File: src/rtl/float_to_fixed.sv
// float_to_fixed
//   IEEE-754 single-precision to 16-bit signed fixed point, Q(15-FRAC_BITS).FRAC_BITS.
//   Three registered stages:
//     S1 unpack/classify  -> S2 align mantissa (+1 guard bit)  -> S3 round/saturate/negate
//   All stages advance together when the output slot is empty or being taken.
//   A stalled pipeline holds every stage, including the output registers.
//
// Parameters
//   FRAC_BITS             fractional bits of the result (0..15)
// Ports
//   clk                   rising-edge clock
//   rst                   synchronous active-high reset (clears valids and output)
//   s_axis_a_tvalid/ready input handshake; tready is combinational
//   s_axis_a_tdata        32-bit float sample
//   m_axis_result_tvalid/ready output handshake
//   m_axis_result_tdata   16-bit two's-complement result
//   m_axis_result_tuser   1 = saturated or NaN input
// Configuration
//   F2X_ROUND_EN          defined: round to nearest, ties away from zero
//                         undefined: truncate magnitude toward zero
module float_to_fixed #(
    parameter int FRAC_BITS = 0
) (
    input  logic        clk,
    input  logic        rst,
    input  logic        s_axis_a_tvalid,
    output logic        s_axis_a_tready,
    input  logic [31:0] s_axis_a_tdata,
    output logic        m_axis_result_tvalid,
    input  logic        m_axis_result_tready,
    output logic [15:0] m_axis_result_tdata,
    output logic        m_axis_result_tuser
);

    localparam int STAGES = 3;

`ifdef F2X_ROUND_EN
    localparam bit ROUND_EN = 1'b1;
`else
    localparam bit ROUND_EN = 1'b0;
`endif

    typedef struct packed {
        logic        sign;
        logic [7:0]  exp;
        logic [23:0] mant;   // hidden bit included
        logic        nan;
        logic        inf;
        logic        zero;   // zero or denormal: both map to 0
    } s1_t;

    typedef struct packed {
        logic        sign;
        logic        nan;
        logic        ovf;    // infinity or magnitude certainly >= 2^16 LSB
        logic [16:0] mag_g;  // magnitude in LSB units with one guard bit at [0]
    } s2_t;

    logic [STAGES:1] vld_pipe;
    logic            adv;
    logic            in_fire;

    s1_t s1, s1_d;
    s2_t s2, s2_d;

    logic signed [10:0] k;    // exponent - 127 + FRAC_BITS
    logic signed [10:0] rsh;  // right shift of 24-bit mantissa that leaves one guard bit
    logic               rbit;
    logic [16:0]        rmag;
    logic [15:0]        out_data;
    logic               out_user;

    assign adv                  = !vld_pipe[STAGES] || m_axis_result_tready;
    assign s_axis_a_tready      = adv;
    assign in_fire              = s_axis_a_tvalid && adv;
    assign m_axis_result_tvalid = vld_pipe[STAGES];

    // S1: unpack and classify
    always_comb begin
        s1_d      = '0;
        s1_d.sign = s_axis_a_tdata[31];
        s1_d.exp  = s_axis_a_tdata[30:23];
        s1_d.mant = {1'b1, s_axis_a_tdata[22:0]};
        s1_d.nan  = (s_axis_a_tdata[30:23] == 8'hFF) && (s_axis_a_tdata[22:0] != '0);
        s1_d.inf  = (s_axis_a_tdata[30:23] == 8'hFF) && (s_axis_a_tdata[22:0] == '0);
        s1_d.zero = (s_axis_a_tdata[30:23] == 8'h00);
    end

    // S2: value in LSB units is mant * 2^(k-23). Keeping one extra bit means
    // shifting right by 22-k. k <= 15 bounds the result to 17 bits; anything
    // larger is >= 2^16 LSB and saturates regardless of sign or rounding.
    always_comb begin
        k         = $signed({3'b000, s1.exp}) - 11'sd127 + 11'(FRAC_BITS);
        rsh       = 11'sd22 - k;
        s2_d      = '0;
        s2_d.sign = s1.sign;
        s2_d.nan  = s1.nan;
        if (s1.nan || s1.zero) begin
            s2_d.mag_g = '0;
        end else if (s1.inf || k > 11'sd15) begin
            s2_d.ovf = 1'b1;
        end else if (rsh > 11'sd24) begin
            // below a quarter LSB: nothing survives, not even the guard bit
            s2_d.mag_g = '0;
        end else begin
            s2_d.mag_g = 17'(s1.mant >> rsh[4:0]);
        end
    end

    // S3: round on magnitude (a set guard bit means >= .5, so ties go away
    // from zero), then saturate on the rounded value, then apply sign.
    always_comb begin
        rbit     = ROUND_EN & s2.mag_g[0];
        rmag     = {1'b0, s2.mag_g[16:1]} + {16'd0, rbit};
        out_data = '0;
        out_user = 1'b0;
        if (s2.nan) begin
            out_user = 1'b1;
        end else if (s2.ovf) begin
            out_user = 1'b1;
            out_data = s2.sign ? 16'h8000 : 16'h7FFF;
        end else if (!s2.sign) begin
            if (rmag > 17'd32767) begin
                out_user = 1'b1;
                out_data = 16'h7FFF;
            end else begin
                out_data = rmag[15:0];
            end
        end else begin
            if (rmag > 17'd32768) begin
                out_user = 1'b1;
                out_data = 16'h8000;
            end else begin
                out_data = 16'(17'd0 - rmag);  // 32768 lands exactly on 0x8000
            end
        end
    end

    always_ff @(posedge clk) begin
        if (rst) begin
            vld_pipe            <= '0;
            m_axis_result_tdata <= '0;
            m_axis_result_tuser <= 1'b0;
        end else if (adv) begin
            vld_pipe            <= {vld_pipe[STAGES-1:1], in_fire};
            s1                  <= s1_d;
            s2                  <= s2_d;
            m_axis_result_tdata <= out_data;
            m_axis_result_tuser <= out_user;
        end
    end

endmodule

File: config.mk
export PLATFORM = sky130hd
export DESIGN_NAME = float_to_fixed
export DESIGN_NICKNAME = d
export VERILOG_FILES = /design/src/rtl/float_to_fixed.sv
export SDC_FILE = /design/constraint.sdc
export NUM_CORES = 1
export LEC_CHECK = 0
export BUFFER_PORTS_ARGS = -buffer_cell sky130_fd_sc_hd__buf_2
export CELL_PAD_IN_SITES_DETAIL_PLACEMENT = 0
export CELL_PAD_IN_SITES_GLOBAL_PLACEMENT = 1
export CORE_MARGIN = 1
export CORE_UTILIZATION = 50
export CTS_BUF_LIST = sky130_fd_sc_hd__clkbuf_4 sky130_fd_sc_hd__clkbuf_8 sky130_fd_sc_hd__clkbuf_16
export DETAILED_ROUTE_END_ITERATION = 6
export PLACE_DENSITY_LB_ADDON = 0.1
export SYNTH_ARGS = -nofsm -noshare
export SYNTH_HDL_FRONTEND = slang
export SYNTH_SLANG_ARGS = --single-unit
export TNS_END_PERCENT = 1
File: constraint.sdc
create_clock -name clk -period 9.15 [get_ports clk]
set_input_delay 0.4575 -clock clk [delete_from_list [all_inputs] [get_ports clk]]
set_output_delay 0.4575 -clock clk [all_outputs]
set_load 0.005 [all_outputs]
==> run summary, run 1 <==
status: finished clean
Num CTS Buffers: 9
Post-synth EDFFs: 53
worst r2r dst: s2[15]
gr usage total: 22.1%
Fin. Hold Viols: 0
hold_sp: s_axis_a_tdata[31]
RSZ-0062 raised after global routing: no
Synth Area in Compound Gates: 16.9%
# IOs: 55
CP Launch Type: flip-flop
Routed Antenna Nets: 0
# diodes: 0
simple-gate area share of the yosys netlist: 19.1%
Worst R2R Setup Slack: 5.49 ns
DRC viols: 0
grt ovf: 0
1st-pass router iterations: 5
Ys Warns: 0
commonest register cell after synthesis: edfxtp_1
largest net degree at the start of global routing: 53
R2R depth: 10
placement row count: 35
Clk pin slew, worst setup/hold paths: 0.09 ns
ratio of cells with drive above 1 in the final layout: 23.8%
CTS Buffer Depth: 2
Syn Nets: 509
GPL Wtd Cong: 0.873
Yosys reg bits: 73
first-pass GRT wire length: 17100 µm
CTS root buf: clkbuf_8
hold_buf cts: 0
setup skew after layout: 0.0139 ns
Multi-input gate area: 2550 µm²
post-CTS setup buffers: 0
Filler Cells Inserted: 819
Syn Inst Count: 468
Initial Util: 51.6%
Via density: 5.92
worst setup path endpoint: s2[15]
Max Clk Rate: 0.273 GHz
LEAKAGE: 1.91 nW
Nets: 545
Post-Synth Adder-Cell Area: 1.31%
hold slack final: 0.277 ns
Arr. time, crit path: 3.82 ns
Crit. Startpoint: s1[27]
final cycle utilization of the critical path: 40.0%
total negative slack: 0 ns
Area Overhead vs Synth: 10.6%
TritonCTS clock tree: built
actual slew at the worst max-slew pin: 1.08 ns
Sequential Area: 1990 µm²
post-synthesis mux area share: 13.8%
core area: 9240 µm²
final count of pins violating max slew: 0
quantity of I/O buffers inserted on ports: 54
Synth cell types: 67
Post-CTS Resized: 0
Iter 0 DRT Violations: 146
main combinational cell family by area after synthesis: simple AND/OR/NAND/NOR gates
FFs w/ async S/R, synth: 0%
Wirelength per Cell: 16.2 µm
sequential share of the synthesized area: 41.7%
DIE HEIGHT: 99.7 µm
CP Class: flip-flop to flip-flop
# clock sinks: 73
worst reg2reg path startpoint: s1[27]
Worst Path Max Fanout: 31
WP data required: 9.31 ns
H-tree levels: 3
antenna violations before repair: 0
Hold Path Class: input pin to flip-flop
max cap viols: 0
Mapped Area: 4770 µm²
worst vdd ir: 0.0868 mV
vias: 3777
DRT Wirelength: 10300 µm
Avg Inst Size Synth: 10.2 µm²
Synth Area in XOR/XNOR: 2.15%
clk_lat worst skew: 0.36 ns
crit path time final: 3.66 ns
HPWL Detailed: 7550 µm
vias in the first global route: 3539
PD cells: 163 nW/µm²
chip width: 99.7 µm
relative slew slack: 27.3%
die area: 9940 µm²
Final setup viols: 0
Setup crit end kind: flip-flop
[cells in the final DEF (no fill, tap or decap), types with 15 or more instances in the layout]
master and count:
nor2_1 56, buf_2 54, edfxtp_1 53, a21oi_1 44, nand2_1 28, nor3_1 23
o21ai_0 21, dfxtp_1 20, mux4_2 19, mux2i_1 15
[critical path, cell delays in order, from the launching register on]
cell       delay (ns)
edfxtp_1         0.33
buf_4            0.36
inv_1            0.20
ha_1             1.01
nor2_1           0.18
nand2_1          0.10
o311ai_0         0.13
o32a_1           0.23
nor3_4           0.26
nand2b_1         0.31
a2111oi_4        0.36
[flip-flops by register name, indices dropped and copies added, names as in the netlist]
name / cells
s2: 19
s1: 34
m_axis_result_tdata: 16
m_axis_result_tuser: 1
vld_pipe: 3
[metal layers]
| layer | global-route usage (%) | routed length (µm) | part of all wire [%] | vias up |
|---|---|---|---|---|
| li1 | - | - | - | 1861 |
| met1 | 27.8 | 4530 | 44 | 1780 |
| met2 | 37.5 | 5120 | 50 | 116 |
| met3 | 3.30 | 411 | 4.0 | 20 |
| met4 | 10.5 | 278 | 2.7 | 0 |
| met5 | 0 | 0 | 0 | - |
[power breakdown]
part / switching (mW) / internal, mW
combinational: 0.109 / 0.0868
sequential: 0.0219 / 0.377
clock: 0.127 / 0.136
[cells in the mapped netlist (all sizes together) (5+ instances only)]
master	n	area share (%)
mux2i	15	3.1
nand2	29	2.4
mux4	19	9.0
nor3	24	2.8
o21ai	21	2.2
nand3	9	1.0
a31oi	6	1.1
inv	11	0.87
buf	22	3.1
edfxtp	53	33
nor4	10	1.3
xor2	6	1.1
a21oi	45	4.8
a311oi	6	1.2
dfxtp	20	8.4
ha	5	1.3
clkbuf	14	1.1
mux2	7	1.7
nor2	58	4.7
nor2b	7	0.92
or4	5	0.87
nand4	6	0.92
nor3b	9	1.5
nand2b	5	0.66
[worst min-delay path by stage]
stage	end	depth (start not counted)
finish	s1[35]	1
global route	s1[35]	1
CTS	s1[35]	1
detailed placement	s2[19]	0
global placement	s2[19]	0
floorplan	s2[19]	0
[area by class of cell]
| class | instances | area share, % |
|---|---|---|
| timing repair buffer | 61 | 6.12 |
| tap | 129 | 3.06 |
| inverter | 11 | 0.782 |
| clock inverter | 4 | 0.593 |
| sequential | 73 | 37.7 |
| multi-input combinational | 348 | 48.3 |
| clock buffer | 12 | 3.44 |
[through the flow]
step | instances | worst slack, ns | util [%] | power (mW) | area (µm²)
after floorplan | 468 | 5.59 | - | 0.553 | 4770
after global placement | 622 | 5.62 | 54.8 | 0.599 | 5060
after detailed placement | 622 | 5.48 | 54.8 | 0.602 | 5060
after CTS | 638 | 5.45 | 57.1 | 0.865 | 5280
after global routing | 638 | 5.13 | 57.1 | 0.902 | 5280
final | 638 | 5.49 | 57.1 | 0.858 | 5280
[kinds of logic after synthesis]
group,after synthesis
multiplexers,41
XOR/XNOR,10
adder cells (fa/ha/maj),5
flip-flops,73
buffers and inverters,47
AND/OR/NAND/NOR,175
AO/OA/AOI/OAI,117
(Power assumes the default switching activity.)
==> run 2, diff against run 1 <==
Settings changed: ABC_AREA from default to 1, CORE_UTILIZATION 50 to 42.
Clock period 9.15 ns to 3.6 ns, I/O delays scaled along.
==> run 2 against run 1 <==
Effect of this change:
- register-to-register slack worse by 4.4 ns
- maximum frequency up 44%
- critical endpoint is now s2[6]
- highest routed layer unchanged
- area after synthesis shrank 5.5%
- power rose to 2.5 times the previous value
- global-route usage decreased by 1.4 points
- sequential cell count is the same
- via count increased by 10%
- routed wire length is 3.1% higher
- critical path depth increased by 2
- combinational power rose to 2.5 times the previous value
- clock skew is 0.0049 ns higher
==> run summary, run 2 <==
largest registers: s1 x34, s2 x19, m_axis_result_tdata x16
Num CTS Buffers: 9
Sequential Area: 1990 µm²
1st-pass router iterations: 5
pre-CTS setup slack: 1.01 ns
Final setup viols: 0
most frequent cells in the layout: nand2_1 (229), inv_1 (68), nor2_1 (60)
# clock sinks: 73
largest net degree at the start of global routing: 36
grt ovf: 0
clk_lat worst skew: 0.36 ns
CTS Buffer Depth: 2
Clk pin slew, worst setup/hold paths: 0.09 ns
DIE HEIGHT: 106 µm
CP max stage delay: 0.40 ns
max cap viols: 0
PD cells: 408 nW/µm²
worst vdd ir: 0.405 mV
non-filler cells, final: 844
Nets: 744
relative slew slack: 57.3%
hold_sp: s_axis_a_tdata[11]
# IOs: 55
Iter 0 DRT Violations: 192
crit path time final: 2.55 ns
Cells after DPL: 809
Crit. Startpoint: s1[27]
met1 Track Usage GR: 23.1%
Yosys reg bits: 73
Multi-input gate area: 2150 µm²
worst reg2reg path startpoint: s1[27]
HPWL Detailed: 8210 µm
max reg flops: 34
sequential share of the synthesized area: 44.2%
H-tree levels: 3
ratio of cells with drive above 1 in the final layout: 12.9%
final count of pins violating max slew: 0
most frequent CP cell: nand2_1
commonest register cell after synthesis: edfxtp_1
Routed Antenna Nets: 0
largest cells by area after synthesis: edfxtp_1 (35%), nand2_1 (19%), dfxtp_1 (8.9%), inv_1 (5.7%), o21ai_0 (5.3%)
Mapped Area: 4510 µm²
Wirelength per Cell: 12.6 µm
busiest grt layer: met2
critical path, cell by cell: buf_4, ha_1, nand2_1, nand3_1, nand2_2, inv_4, o21ai_0, nand2_1, nand3_1, nand2_1, inv_1, nor2_1
FFs w/ async S/R, synth: 0%
GPL Wtd Cong: 0.848
Ys Warns: 0
GR Util met2: 38.6%
Arr. time, crit path: 2.68 ns
Setup crit end kind: flip-flop
antenna violations before repair: 0
Top reg by flops: s1
DRC viols: 0
Hold Path Class: input pin to flip-flop
WP data required: 3.73 ns
CP Class: flip-flop to flip-flop
Fin. Hold Viols: 0
Worst Path Max Fanout: 28
Initial Util: 43.5%
final cycle utilization of the critical path: 70.7%
core area: 10400 µm²
RSZ-0062 raised after global routing: no
total negative slack: 0 ns
die area: 11200 µm²
setup skew after layout: 0.0188 ns
# diodes: 0
actual slew at the worst max-slew pin: 0.634 ns
LEAKAGE: 2.43 nW
Commonest cells post-synth: nand2_1 (229), inv_1 (68), nor2_1 (61)
Tot Pwr: 2.16 mW
Via density: 4.93
CP Launch Type: flip-flop
CTS root buf: clkbuf_8
final worst setup slack: 1.05 ns
chip width: 106 µm
quantity of I/O buffers inserted on ports: 54
M3 GR Usage: 3.65%
Area Overhead vs Synth: 17.4%
placement row count: 37
first-pass GRT wire length: 18200 µm
TritonCTS clock tree: built
CP max stage cell: edfxtp_1
Synth area leader: edfxtp_1
Max Clk Rate: 0.393 GHz
vias in the first global route: 3971
share of the synthesized area in the top cell type: 35.3%
Avg Inst Size Synth: 7.10 µm²
vias: 4160
Post-synth EDFFs: 53
DRT Wirelength: 10700 µm
Filler Cells Inserted: 1074
commonest non-fill, non-tap cell in the layout: nand2_1
Syn Inst Count: 635
gr usage total: 20.7%
Syn Nets: 676
post-CTS setup buffers: 0
Synth cell types: 35
top-count cell post-synth: nand2_1
status: finished clean
## run 2: timing repair
| action | 4_1_cts | 5_1_grt |
|---|---|---|
| hold buffers | 18 | 1 |
| endpoints found under the hold margin | 18 | 1 |
| gates resized for setup | 0 | 0 |
## run 2: worst max-delay path, delay by kind of cell (launching register included)
| family | cells | cell delay [ns] |
|---|---|---|
| AND/OR/NAND/NOR | 7 | 0.91 |
| buffers and inverters | 3 | 0.46 |
| flip-flops | 1 | 0.40 |
| AO/OA/AOI/OAI | 1 | 0.29 |
| adder cells (fa/ha/maj) | 1 | 0.27 |
## run 2: cell type report
| cell class | count | share of cell area, % |
|---|---|---|
| sequential | 73 | 37.6 |
| tap | 136 | 3.22 |
| multi-input combinational | 470 | 40.6 |
| inverter | 71 | 5.08 |
| clock buffer | 11 | 3.29 |
| clock inverter | 5 | 0.757 |
| timing repair buffer | 78 | 9.41 |
## run 2: path summary, 6_finish.rpt
path                 end  slack [ns]  depth (start not counted)
setup / recovery   s2[6]        1.05                         12
setup reg to reg   s2[6]        1.05                         12
hold / removal    s1[14]        0.01                          1
hold reg to reg   s2[18]        0.45                          0
## run 2: cell families (layout without fill, tap and decap cells)
family	count (synthesis)	in the layout	share of synthesized area [%]
simple gates	365	365	33.6
compound gates	96	96	11.7
buf+inv	92	165	8.33
flops	73	73	44.2
fa+ha+maj	5	5	1.39
xor+xnor	4	4	0.777
## run 2: per-layer routing
metal  up-vias  share of wire [%]
met1      1851                 43
met5         -                  0
li1       2216                  -
met2        74                 52
met3        19                2.5
met4         0                2.6
## run 2: stage by stage
step / util (%) / cell area [µm²] / hold WS, ns
2_1_floorplan: - / 4510 / 0.279
3_3_place_gp: 47.1 / 4890 / 0.357
3_5_place_dp: 47.1 / 4890 / 0.364
4_1_cts: 50.9 / 5280 / 0.000665
5_1_grt: 51.0 / 5290 / 0.00434
6_report: 51.0 / 5290 / 0.0108
## run 2: power breakdown
part           internal, mW  switching (mW)
registers             0.958          0.0316
logic                 0.172           0.323
clock network         0.341           0.334
total                  1.47           0.689
